File: config.mk
export PLATFORM = sky130hd
export DESIGN_NAME = fifo_asym_gearbox_flat
export DESIGN_NICKNAME = d
export VERILOG_FILES = /design/src/rtl/fifo_asym_gearbox_if.sv /design/src/rtl/fifo_asym_gearbox.sv /design/src/flat_wrapper.sv
export SDC_FILE = /design/constraint.sdc
export NUM_CORES = 1
export LEC_CHECK = 0
export ABC_CLOCK_PERIOD_IN_PS = 14600
export BUFFER_PORTS_ARGS = -buffer_cell sky130_fd_sc_hd__buf_2
export CAP_MARGIN = 20
export CORE_UTILIZATION = 30
export DETAILED_ROUTE_END_ITERATION = 8
export GPL_TIMING_DRIVEN = 0
export PLACE_DENSITY = 0.4
export SYNTH_ARGS = -nofsm -noshare
export SYNTH_HDL_FRONTEND = slang
export SYNTH_SLANG_ARGS = --single-unit
File: constraint.sdc
create_clock -name clk -period 14.6 [get_ports clk]
set_input_delay 0.73 -clock clk [delete_from_list [all_inputs] [get_ports clk]]
set_output_delay 0.73 -clock clk [all_outputs]
set_load 0.03 [all_outputs]
File: src/rtl/fifo_asym_gearbox_if.sv
// fifo_asym_gearbox_if: write/read handshake, occupancy and status bundle for the width-converting FIFO
interface fifo_asym_gearbox_if #(
  parameter int WR_DATA_WIDTH = 64,
  parameter int RD_DATA_WIDTH = 64,
  parameter int ADDR_WIDTH    = 4
);
  localparam int N     = WR_DATA_WIDTH < RD_DATA_WIDTH ? WR_DATA_WIDTH : RD_DATA_WIDTH;
  localparam int RATIO = (WR_DATA_WIDTH > RD_DATA_WIDTH ? WR_DATA_WIDTH : RD_DATA_WIDTH) / N;
  localparam int CAP   = RATIO << ADDR_WIDTH;
  localparam int CW    = $clog2(CAP) + 1;
  logic                     flush;
  logic                     s_write_req;
  logic [WR_DATA_WIDTH-1:0] s_write_data;
  logic                     s_write_ready;
  logic                     s_read_req;
  logic                     s_read_ready;
  logic [RD_DATA_WIDTH-1:0] s_read_data;
  logic                     s_read_valid;
  logic [CW-1:0]            fill_count;
  logic                     almost_full;
  logic                     almost_empty;
  logic                     overflow;
  logic                     underflow;
  modport master (
    output flush, s_write_req, s_write_data, s_read_req,
    input  s_write_ready, s_read_ready, s_read_data, s_read_valid,
           fill_count, almost_full, almost_empty, overflow, underflow
  );
  modport slave (
    input  flush, s_write_req, s_write_data, s_read_req,
    output s_write_ready, s_read_ready, s_read_data, s_read_valid,
           fill_count, almost_full, almost_empty, overflow, underflow
  );
endinterface

File: src/rtl/fifo_asym_gearbox.sv
// fifo_asym_gearbox: width-converting FIFO storing narrow lanes, with occupancy, thresholds, flush and sticky error flags
module fifo_asym_gearbox #(
  parameter int WR_DATA_WIDTH = 64,
  parameter int RD_DATA_WIDTH = 64,
  parameter int ADDR_WIDTH    = 4,
  parameter int AF_THRESH     = 2,
  parameter int AE_THRESH     = 2
) (
  input logic clk,
  input logic reset,
  fifo_asym_gearbox_if.slave bus
);
  localparam int N     = WR_DATA_WIDTH < RD_DATA_WIDTH ? WR_DATA_WIDTH : RD_DATA_WIDTH;
  localparam int RATIO = (WR_DATA_WIDTH > RD_DATA_WIDTH ? WR_DATA_WIDTH : RD_DATA_WIDTH) / N;
  localparam int CAP   = RATIO << ADDR_WIDTH;
  localparam int WU    = WR_DATA_WIDTH / N;
  localparam int RU    = RD_DATA_WIDTH / N;
  localparam int CW    = $clog2(CAP) + 1;
  localparam int PW    = $clog2(CAP);
  logic [N-1:0]             mem [CAP];
  logic [PW-1:0]            wr_ptr, rd_ptr;
  logic [CW-1:0]            fill;
  logic [RD_DATA_WIDTH-1:0] rd_word, rd_data;
  logic                     rd_valid, ovf, unf, wr_rdy, rd_rdy, wr_acc, rd_acc;
  assign wr_rdy = (CW'(CAP) - fill) >= CW'(WU);
  assign rd_rdy = fill >= CW'(RU);
  assign wr_acc = bus.s_write_req & wr_rdy & ~bus.flush;
  assign rd_acc = bus.s_read_req & rd_rdy & ~bus.flush;
  assign bus.s_write_ready = wr_rdy;
  assign bus.s_read_ready  = rd_rdy;
  assign bus.s_read_data   = rd_data;
  assign bus.s_read_valid  = rd_valid;
  assign bus.fill_count    = fill;
  assign bus.almost_full   = (CW'(CAP) - fill) <= CW'(AF_THRESH * RATIO);
  assign bus.almost_empty  = fill <= CW'(AE_THRESH * RATIO);
  assign bus.overflow      = ovf;
  assign bus.underflow     = unf;
  // gather the RU lanes at rd_ptr into one read word, oldest lane in the LSBs
  always_comb begin
    rd_word = '0;
    for (int i = 0; i < RU; i++) rd_word[i*N +: N] = mem[rd_ptr + PW'(i)];
  end
  // scatter an accepted write word into WU consecutive lane slots
  always_ff @(posedge clk)
    if (wr_acc) for (int i = 0; i < WU; i++) mem[wr_ptr + PW'(i)] <= bus.s_write_data[i*N +: N];
  // pointers, occupancy, registered read port and sticky flags; flush keeps data and flags
  always_ff @(posedge clk) begin
    if (reset) begin
      wr_ptr   <= '0;
      rd_ptr   <= '0;
      fill     <= '0;
      rd_data  <= '0;
      rd_valid <= 1'b0;
      ovf      <= 1'b0;
      unf      <= 1'b0;
    end else if (bus.flush) begin
      wr_ptr   <= '0;
      rd_ptr   <= '0;
      fill     <= '0;
      rd_valid <= 1'b0;
    end else begin
      if (wr_acc) wr_ptr <= wr_ptr + PW'(WU);
      if (rd_acc) rd_ptr <= rd_ptr + PW'(RU);
      if (rd_acc) rd_data <= rd_word;
      rd_valid <= rd_acc;
      fill     <= fill + (wr_acc ? CW'(WU) : '0) - (rd_acc ? CW'(RU) : '0);
      if (bus.s_write_req & ~wr_rdy) ovf <= 1'b1;
      if (bus.s_read_req & ~rd_rdy) unf <= 1'b1;
    end
  end
endmodule
File: src/flat_wrapper.sv
// flat-port wrapper written by rule: the top's interface ports become plain ports
module fifo_asym_gearbox_flat 
#(
  parameter int WR_DATA_WIDTH = 64,
  parameter int RD_DATA_WIDTH = 64,
  parameter int ADDR_WIDTH    = 4,
  parameter int AF_THRESH     = 2,
  parameter int AE_THRESH     = 2
)
  (clk, reset, bus_flush, bus_s_write_req, bus_s_write_data, bus_s_read_req, bus_s_write_ready, bus_s_read_ready, bus_s_read_data, bus_s_read_valid, bus_fill_count, bus_almost_full, bus_almost_empty, bus_overflow, bus_underflow);
  fifo_asym_gearbox_if #(.WR_DATA_WIDTH(WR_DATA_WIDTH), .RD_DATA_WIDTH(RD_DATA_WIDTH), .ADDR_WIDTH(ADDR_WIDTH)) bus_i ();
  input logic clk;
  input logic reset;
  input wire logic [$bits(bus_i.flush)-1:0] bus_flush;
  input wire logic [$bits(bus_i.s_write_req)-1:0] bus_s_write_req;
  input wire logic [$bits(bus_i.s_write_data)-1:0] bus_s_write_data;
  input wire logic [$bits(bus_i.s_read_req)-1:0] bus_s_read_req;
  output wire logic [$bits(bus_i.s_write_ready)-1:0] bus_s_write_ready;
  output wire logic [$bits(bus_i.s_read_ready)-1:0] bus_s_read_ready;
  output wire logic [$bits(bus_i.s_read_data)-1:0] bus_s_read_data;
  output wire logic [$bits(bus_i.s_read_valid)-1:0] bus_s_read_valid;
  output wire logic [$bits(bus_i.fill_count)-1:0] bus_fill_count;
  output wire logic [$bits(bus_i.almost_full)-1:0] bus_almost_full;
  output wire logic [$bits(bus_i.almost_empty)-1:0] bus_almost_empty;
  output wire logic [$bits(bus_i.overflow)-1:0] bus_overflow;
  output wire logic [$bits(bus_i.underflow)-1:0] bus_underflow;
  assign bus_i.flush = bus_flush;
  assign bus_i.s_write_req = bus_s_write_req;
  assign bus_i.s_write_data = bus_s_write_data;
  assign bus_i.s_read_req = bus_s_read_req;
  assign bus_s_write_ready = bus_i.s_write_ready;
  assign bus_s_read_ready = bus_i.s_read_ready;
  assign bus_s_read_data = bus_i.s_read_data;
  assign bus_s_read_valid = bus_i.s_read_valid;
  assign bus_fill_count = bus_i.fill_count;
  assign bus_almost_full = bus_i.almost_full;
  assign bus_almost_empty = bus_i.almost_empty;
  assign bus_overflow = bus_i.overflow;
  assign bus_underflow = bus_i.underflow;
  fifo_asym_gearbox #(.WR_DATA_WIDTH(WR_DATA_WIDTH), .RD_DATA_WIDTH(RD_DATA_WIDTH), .ADDR_WIDTH(ADDR_WIDTH), .AF_THRESH(AF_THRESH), .AE_THRESH(AE_THRESH)) u_core (.clk(clk), .reset(reset), .bus(bus_i));
endmodule
==> flow_metrics.py, run 1 <==
metrics = {
    "routing": {
        "drc_errors": 0,
        "via_per_inst": 4.73,
        "ant_nets": 0,
        "firstDrtPassIters": 5,
        "wirelength_um": 118000,
        "drtIter0Drc": 1368,
        "avgRoutedWirePerCell_um": 25.6,
        "via_count": 21800,
    },
    "worst_setup_path": {
        "start_kind": "flip-flop",
        "cp-end-kind": "flip-flop",
        "crit_family": "buffers and inverters",
        "path_cells": "inv_1 > ha_1 > and3b_1 > o21ai_1 > clkinv_1 > buf_2 > buf_1 > ha_1 > inv_1 > ha_1 > inv_1 > fa_1 > o21bai_1 > a21oi_1 > xnor2_1 > nor2_1",
        "crit_buf_inv": 6,
        "crit_path_max_fanout": 10,
        "slowest_stage": "o21ai_1",
        "critical_path.max_stage_delay_ps": 600,
        "criticalPathCategory": "reg2reg",
        "reg2reg_from": "u_core.bus.fill_count[1]",
        "cp-startpoint": "u_core.bus.fill_count[1]",
        "arrival_ps": 5360,
        "required_ps": 15190,
    },
    "finish": {
        "fillers": 13000,
        "area_growth_pct": 18.5,
        "layout_common_cells": "1024 x edfxtp_1, 470 x mux2i_1, 234 x o22ai_1, 201 x buf_2, 183 x nor2_1",
        "layout-drive-gt1-share_pct": 17.4,
        "final_common_cell": "edfxtp_1",
        "nets": 2731,
        "final_util_pct": 36.0,
    },
    "global_routing": {
        "grt_max_degree": 40,
        "gr-usage-all-layers_pct": 16.7,
        "met1_usage_pct": 21.2,
        "grt_use_met3_pct": 2.71,
        "top_usage_layer": "met2",
        "grt_pass1_vias": 23100,
        "grt_overflow": 0,
        "met2_usage_pct": 29.1,
        "grt_pass1_wl_um": 167000,
        "grt_antenna_before_repair": 16,
    },
    "yosys": {
        "synth_cells": 2353,
        "synth-edff-count": 1024,
        "ys_async_sr_fraction_pct": 0,
        "syn_nets": 2440,
        "synth_seq_area_share_pct": 77.1,
        "yosys_warnings": 0,
        "avgSynthCellArea_um2": 17.8,
        "synth_seq_cells": 1104,
        "syn_area_um2": 42000,
        "synthFlopType": "edfxtp_1",
        "yosysUniqueCellTypes": 49,
    },
    "pwr": {
        "peakVddDrop_v": 0.0000926,
        "p_comb_share_pct": 9.6,
        "p_switching_w": 0.00179,
        "p_leak_nw": 15.2,
        "p_clk_share_pct": 41.7,
        "sw_frac_of_total_pct": 24.0,
        "seqPwrFrac_pct": 48.7,
        "power_density_nw_per_um2": 149,
        "p_int_w": 0.00564,
    },
    "clocking": {
        "cts_tree": "built",
        "cts.sink_count": 1104,
        "clk_root_buffer_cell": "clkbuf_16",
        "clk_pin_slew_worst_paths_ps": 60,
        "cts_buffer_depth": 3,
        "cts_hold_buffers": 0,
        "cts_resized": 0,
        "cts_buffers": 119,
        "cts_setup_buffers": 0,
        "clock_latency_ps": 720,
        "cts_htree_levels": 3,
    },
    "floorplan": {
        "initial_utilization_pct": 30.4,
        "num_io_pins": 145,
        "dieArea_um2": 141000,
        "die_h_um": 376,
        "die_x_um": 376,
        "row_count": 136,
        "coreArea_um2": 138000,
    },
    "place": {
        "gp_congestion": 0.726,
        "place_hpwl_um": 73500,
        "portBuffers": 143,
    },
    "sta": {
        "final.setup.tns_ps": 0,
        "setup_viol": 0,
        "slew_violations": 0,
        "rsz0062_at_grt": "false",
        "fmax_mhz": 210,
        "period_share_pct": 32.6,
        "fin_crit_ps": 4770,
        "hold_viol": 0,
        "tightest_slew_ps": 1170,
        "clock_skew_ps": 19.1,
        "maxSlewHeadroom_pct": 22.3,
    },
    "worst_hold_path": {
        "hold_start": "bus_s_write_data[52]",
        "holdCritPathClass": "in2reg",
    },
    "outcome": {
        "status": "finished, final reports clean",
    },
    "flow_run": {
        "drv_cap": 0,
    },
}
-- final cells by class --
| type | count | area (um^2) | area share, % |
|---|---|---|---|
| clock buffer | 171 | 3460 | 6.95 |
| inverter | 12 | 45.0 | 0.0905 |
| timing repair buffer | 170 | 1280 | 2.57 |
| multi-input combinational | 1101 | 8960 | 18.0 |
| tap | 1863 | 2330 | 4.69 |
| clock inverter | 55 | 633 | 1.27 |
| antenna | 1 | 2.50 | 0.00503 |
| buffer | 136 | 692 | 1.39 |
| sequential | 1104 | 32400 | 65.0 |
-- sequential cells by signal, indices dropped and copies added, names as in the netlist --
signal / flops
u_core.mem: 1024
u_core.bus.overflow: 1
u_core.bus.s_read_data: 64
u_core.bus.s_read_valid: 1
u_core.bus.underflow: 1
u_core.wr_ptr: 4
u_core.bus.fill_count: 5
u_core.rd_ptr: 4
-- Yosys cell counts, drive strengths merged, types with 7 or more instances --
cell    count  area (um^2)
buf        87          508
nor2      183          687
mux2i     470         4700
ha         17          213
nor2b       9         56.3
nor4       10         68.8
inv        11         41.3
edfxtp   1024        30700
o22ai     234         1460
and3       15         98.8
mux4       22          495
xnor2       7         61.3
dfxtp      80         1600
a22o        9         78.8
nor3       11         55.1
a311oi     55          482
clkbuf     49          184
-- power by group through the flow --
stage | combinational (W) | sequential, W | clock (W)
2_1_floorplan | 0.000318 | 0.00378 | 0
3_3_place_gp | 0.000709 | 0.00369 | 0
3_5_place_dp | 0.000729 | 0.00369 | 0
4_1_cts | 0.000730 | 0.00362 | 0.00319
5_1_grt | 0.000778 | 0.00363 | 0.00330
6_report | 0.000712 | 0.00362 | 0.00310
-- metrics by stage --
stage               hold WS (ps)  cell area (um^2)  instances  total power (W)  worst slack (ps)
detailed placement           460             45700       4386          0.00442              9690
global route                 355             49800       4612          0.00770              9510
floorplan                    486             42000       2353          0.00409              8150
CTS                          311             49800       4612          0.00754              9680
finish                       392             49800       4613          0.00743              9830
global placement             451             45000       4359          0.00440              2180
-- worst register-to-register path: stages, from the launching register on --
cell	delay (ps)
dfxtp_1	490
inv_1	170
ha_1	230
and3b_1	220
o21ai_1	610
clkinv_1	550
buf_2	430
buf_1	400
ha_1	390
inv_1	60
ha_1	170
inv_1	60
fa_1	440
o21bai_1	150
a21oi_1	100
xnor2_1	140
nor2_1	50
-- routing by layer --
metal,wire length (um),part of all wire [%],vias up
met5,49,0.042,-
met4,2540,2.1,8
met3,4480,3.8,155
met2,59300,50,421
met1,51700,44,11200
li1,-,-,10000
-- path summary, 6_finish.rpt --
check / endpoint / slack [ps] / cells past startpoint
worst min-delay path: u_core.mem[6][52] / 390 / 1
worst min register to register: u_core.bus.underflow / 470 / 2
worst max-delay path: u_core.bus.fill_count[4] / 9830 / 16
worst max register to register: u_core.bus.fill_count[4] / 9830 / 16
-- cells by family (layout without fill, tap and decap cells) --
logic type	Yosys count	after routing	share of synthesized area, %
simple gates	263	263	2.85
buf+inv	148	544	1.76
xor+xnor	8	8	0.167
fa+ha+maj	18	18	0.555
mux	492	492	12.4
other cells	0	1	0
flops	1104	1104	77.1
compound gates	320	320	5.20
Power figures use the tool's default switching activity.
==> inputs of run 2 (changes only) <==
--- a/config.mk
+++ b/config.mk
@@ -5,13 +5,14 @@
 export SDC_FILE = /design/constraint.sdc
 export NUM_CORES = 1
 export LEC_CHECK = 0
-export ABC_CLOCK_PERIOD_IN_PS = 14600
+export ABC_AREA = 1
+export ABC_CLOCK_PERIOD_IN_PS = 4000
 export BUFFER_PORTS_ARGS = -buffer_cell sky130_fd_sc_hd__buf_2
 export CAP_MARGIN = 20
 export CORE_UTILIZATION = 30
 export DETAILED_ROUTE_END_ITERATION = 8
 export GPL_TIMING_DRIVEN = 0
-export PLACE_DENSITY = 0.4
+export PLACE_DENSITY = 0.42
 export SYNTH_ARGS = -nofsm -noshare
 export SYNTH_HDL_FRONTEND = slang
 export SYNTH_SLANG_ARGS = --single-unit
==> constraint.sdc (replaced) <==
create_clock -name clk -period 4 [get_ports clk]
set_input_delay 0.2 -clock clk [delete_from_list [all_inputs] [get_ports clk]]
set_output_delay 0.2 -clock clk [all_outputs]
set_load 0.03 [all_outputs]
==> run 2 against run 1 <==
Die area is 11% higher. Synthesized area is 11% higher. Combinational power grew to 5.1 times the previous value. Clock skew is 6.1 ps higher. Clock power grew to 3.7 times the previous value. Sequential cell count stayed put. Synthesized cell count is 91% higher. Fmax is 25% higher. Setup slack worse by 9600 ps. First-iteration DRC count is 66% higher. Via count is 45% higher. Core utilization is 0.68 points higher.
==> flow_metrics.py, run 2 <==
metrics = {
    "outcome": {
        "status": "finished, final reports clean",
    },
    "pwr": {
        "p_leak_nw": 23.4,
        "seqPwrFrac_pct": 46.1,
        "p_switching_w": 0.00760,
        "p_comb_share_pct": 12.7,
        "p_int_w": 0.0207,
        "p_clk_share_pct": 41.1,
        "peakVddDrop_v": 0.000412,
        "sw_frac_of_total_pct": 26.9,
        "power_density_nw_per_um2": 500,
    },
    "place": {
        "gp_congestion": 0.760,
        "portBuffers": 143,
        "place_hpwl_um": 102000,
        "placed_cells": 6747,
        "place_area_um2": 51700,
    },
    "sta": {
        "setup_viol": 0,
        "fin_crit_ps": 3800,
        "fmax_mhz": 263,
        "hold_viol": 0,
        "clock_skew_ps": 25.2,
        "slew_violations": 0,
        "tightest_slew_ps": 1130,
        "rsz0062_at_grt": "false",
        "period_share_pct": 95.0,
        "maxSlewHeadroom_pct": 24.5,
    },
    "worst_setup_path": {
        "start_kind": "flip-flop",
        "required_ps": 4700,
        "criticalPathCategory": "reg2reg",
        "crit_path_max_fanout": 10,
        "arrival_ps": 4500,
        "cp-end-kind": "flip-flop",
    },
    "clocking": {
        "cts_buffers": 132,
        "clock_latency_ps": 770,
        "cts_tree": "built",
        "cts_htree_levels": 4,
        "clk_root_buffer_cell": "clkbuf_16",
        "cts.sink_count": 1104,
        "cts_buffer_depth": 3,
        "clk_pin_slew_worst_paths_ps": 60,
        "cts_setup_buffers": 0,
    },
    "yosys": {
        "synthFlopType": "edfxtp_1",
        "synth_most_common_cell": "nand2_1",
        "syn_area_um2": 46500,
        "synth.largest_area_cell": "edfxtp_1",
        "yosysUniqueCellTypes": 28,
        "yosys_warnings": 0,
        "syn_nets": 4572,
        "synth.area.top_cells": "edfxtp_1 66%, nand2_1 13%, nand3_1 7.7%",
        "ys_async_sr_fraction_pct": 0,
        "synth-edff-count": 1024,
        "synth_cells": 4485,
        "synth_commonest_cells": "1613 x nand2_1, 1024 x edfxtp_1, 713 x nand3_1",
        "avgSynthCellArea_um2": 10.4,
        "synth_seq_area_share_pct": 69.5,
        "synth_seq_cells": 1104,
        "synth_top_area_share_pct": 66.1,
    },
    "finish": {
        "area_growth_pct": 21.4,
        "layout-drive-gt1-share_pct": 12.0,
        "regMostFlops": "u_core.mem",
        "largest_reg_flops": 1024,
        "fin_area_um2": 56500,
        "nets": 4993,
        "layout_common_cells": "1613 x nand2_1, 1024 x edfxtp_1, 712 x nand3_1, 606 x inv_1, 276 x buf_2",
        "stdcell_count": 7055,
        "final_common_cell": "nand2_1",
    },
    "floorplan": {
        "initial_utilization_pct": 30.2,
        "row_count": 144,
        "die_x_um": 396,
        "coreArea_um2": 154000,
        "num_io_pins": 145,
        "die_h_um": 396,
        "dieArea_um2": 157000,
    },
    "routing": {
        "wirelength_um": 149000,
        "firstDrtPassIters": 6,
        "avgRoutedWirePerCell_um": 21.1,
        "drtIter0Drc": 2273,
        "drc_errors": 0,
        "via_per_inst": 4.48,
        "via_count": 31600,
        "ant_nets": 0,
    },
    "global_routing": {
        "grt_max_degree": 24,
        "grt_overflow": 0,
        "gr-usage-all-layers_pct": 19.0,
        "grt_antenna_before_repair": 6,
        "grt_pass1_wl_um": 215000,
        "grt_pass1_vias": 29700,
    },
    "worst_hold_path": {
        "holdCritPathClass": "in2reg",
    },
    "flow_run": {
        "drv_cap": 0,
    },
}
run 2: kinds of logic after synthesis:
group / after synthesis / synth area share, %
flops: 1104 / 69.5
compound gates: 25 / 0.301
buf+inv: 845 / 7.54
simple gates: 2488 / 22.1
xor+xnor: 5 / 0.0941
fa+ha+maj: 18 / 0.500
run 2: layout make-up:
class | count | area (um^2)
Antenna cell | 2 | 5.00
Buffer | 235 | 1220
Clock buffer | 188 | 3700
Clock inverter | 49 | 425
Fill cell | 15400 | 97500
Inverter | 610 | 2290
Multi-Input combinational cell | 2536 | 10900
Sequential cell | 1104 | 32400
Tap cell | 2044 | 2560
Timing Repair Buffer | 287 | 3110
run 2: what timing repair did:
| action | 4_1_cts | 5_1_grt |
|---|---|---|
| setup endpoints to repair | 1 | 1 |
| hold buffers | 69 | 0 |
| endpoints found under the hold margin | 1035 | 0 |
| gates resized for setup | 1 | 1 |
run 2: power groups by stage:
| stage | Sequential, W | Clock [W] | Combinational [W] |
|---|---|---|---|
| after CTS | 0.0131 | 0.0119 | 0.00368 |
| after global placement | 0.0133 | 0 | 0.00351 |
| after global routing | 0.0131 | 0.0123 | 0.00396 |
| after detailed placement | 0.0133 | 0 | 0.00360 |
| final | 0.0131 | 0.0116 | 0.00360 |
| after floorplan | 0.0136 | 0 | 0.00177 |
run 2: worst paths after layout:
| path | from | to | slack [ps] | depth (start not counted) |
|---|---|---|---|---|
| worst max-delay path | u_core.bus.fill_count[1] | u_core.bus.fill_count[4] | 200 | 17 |
| worst min register to register | u_core.bus.underflow | u_core.bus.underflow | 460 | 2 |
| worst min-delay path | bus_s_write_data[28] | u_core.mem[11][28] | 380 | 2 |
| worst max register to register | u_core.bus.fill_count[1] | u_core.bus.fill_count[4] | 200 | 17 |
run 2: metal layers:
layer	part of all wire (%)	track usage [%]
met2	46	30.6
met4	2.2	5.32
met5	0	0
met1	47	26.6
met3	4.8	2.67
run 2: worst max-delay path, stage by stage (launching register included):
cell and delay [ps]:
dfxtp_2 410, inv_1 130, ha_1 240, inv_1 80, nor2_2 50, nand3_1 120
nand2_2 190, inv_6 290, buf_6 320, buf_4 310, ha_1 270, inv_1 60
ha_1 160, inv_1 60, fa_1 430, o31ai_1 290, o21ai_0 120, a21oi_1 140
run 2: per-stage QoR:
step	setup TNS [ps]	hold slack [ps]	setup WS [ps]	total power, W	util [%]
2_1_floorplan	-122660	299	-479	0.0154	-
3_3_place_gp	-2001580	443	-3800	0.0168	32.4
3_5_place_dp	-51.3	445	-51.3	0.0169	33.6
4_1_cts	0	309	124	0.0287	36.7
5_1_grt	0	354	30.8	0.0294	36.7
6_report	0	375	199	0.0283	36.7
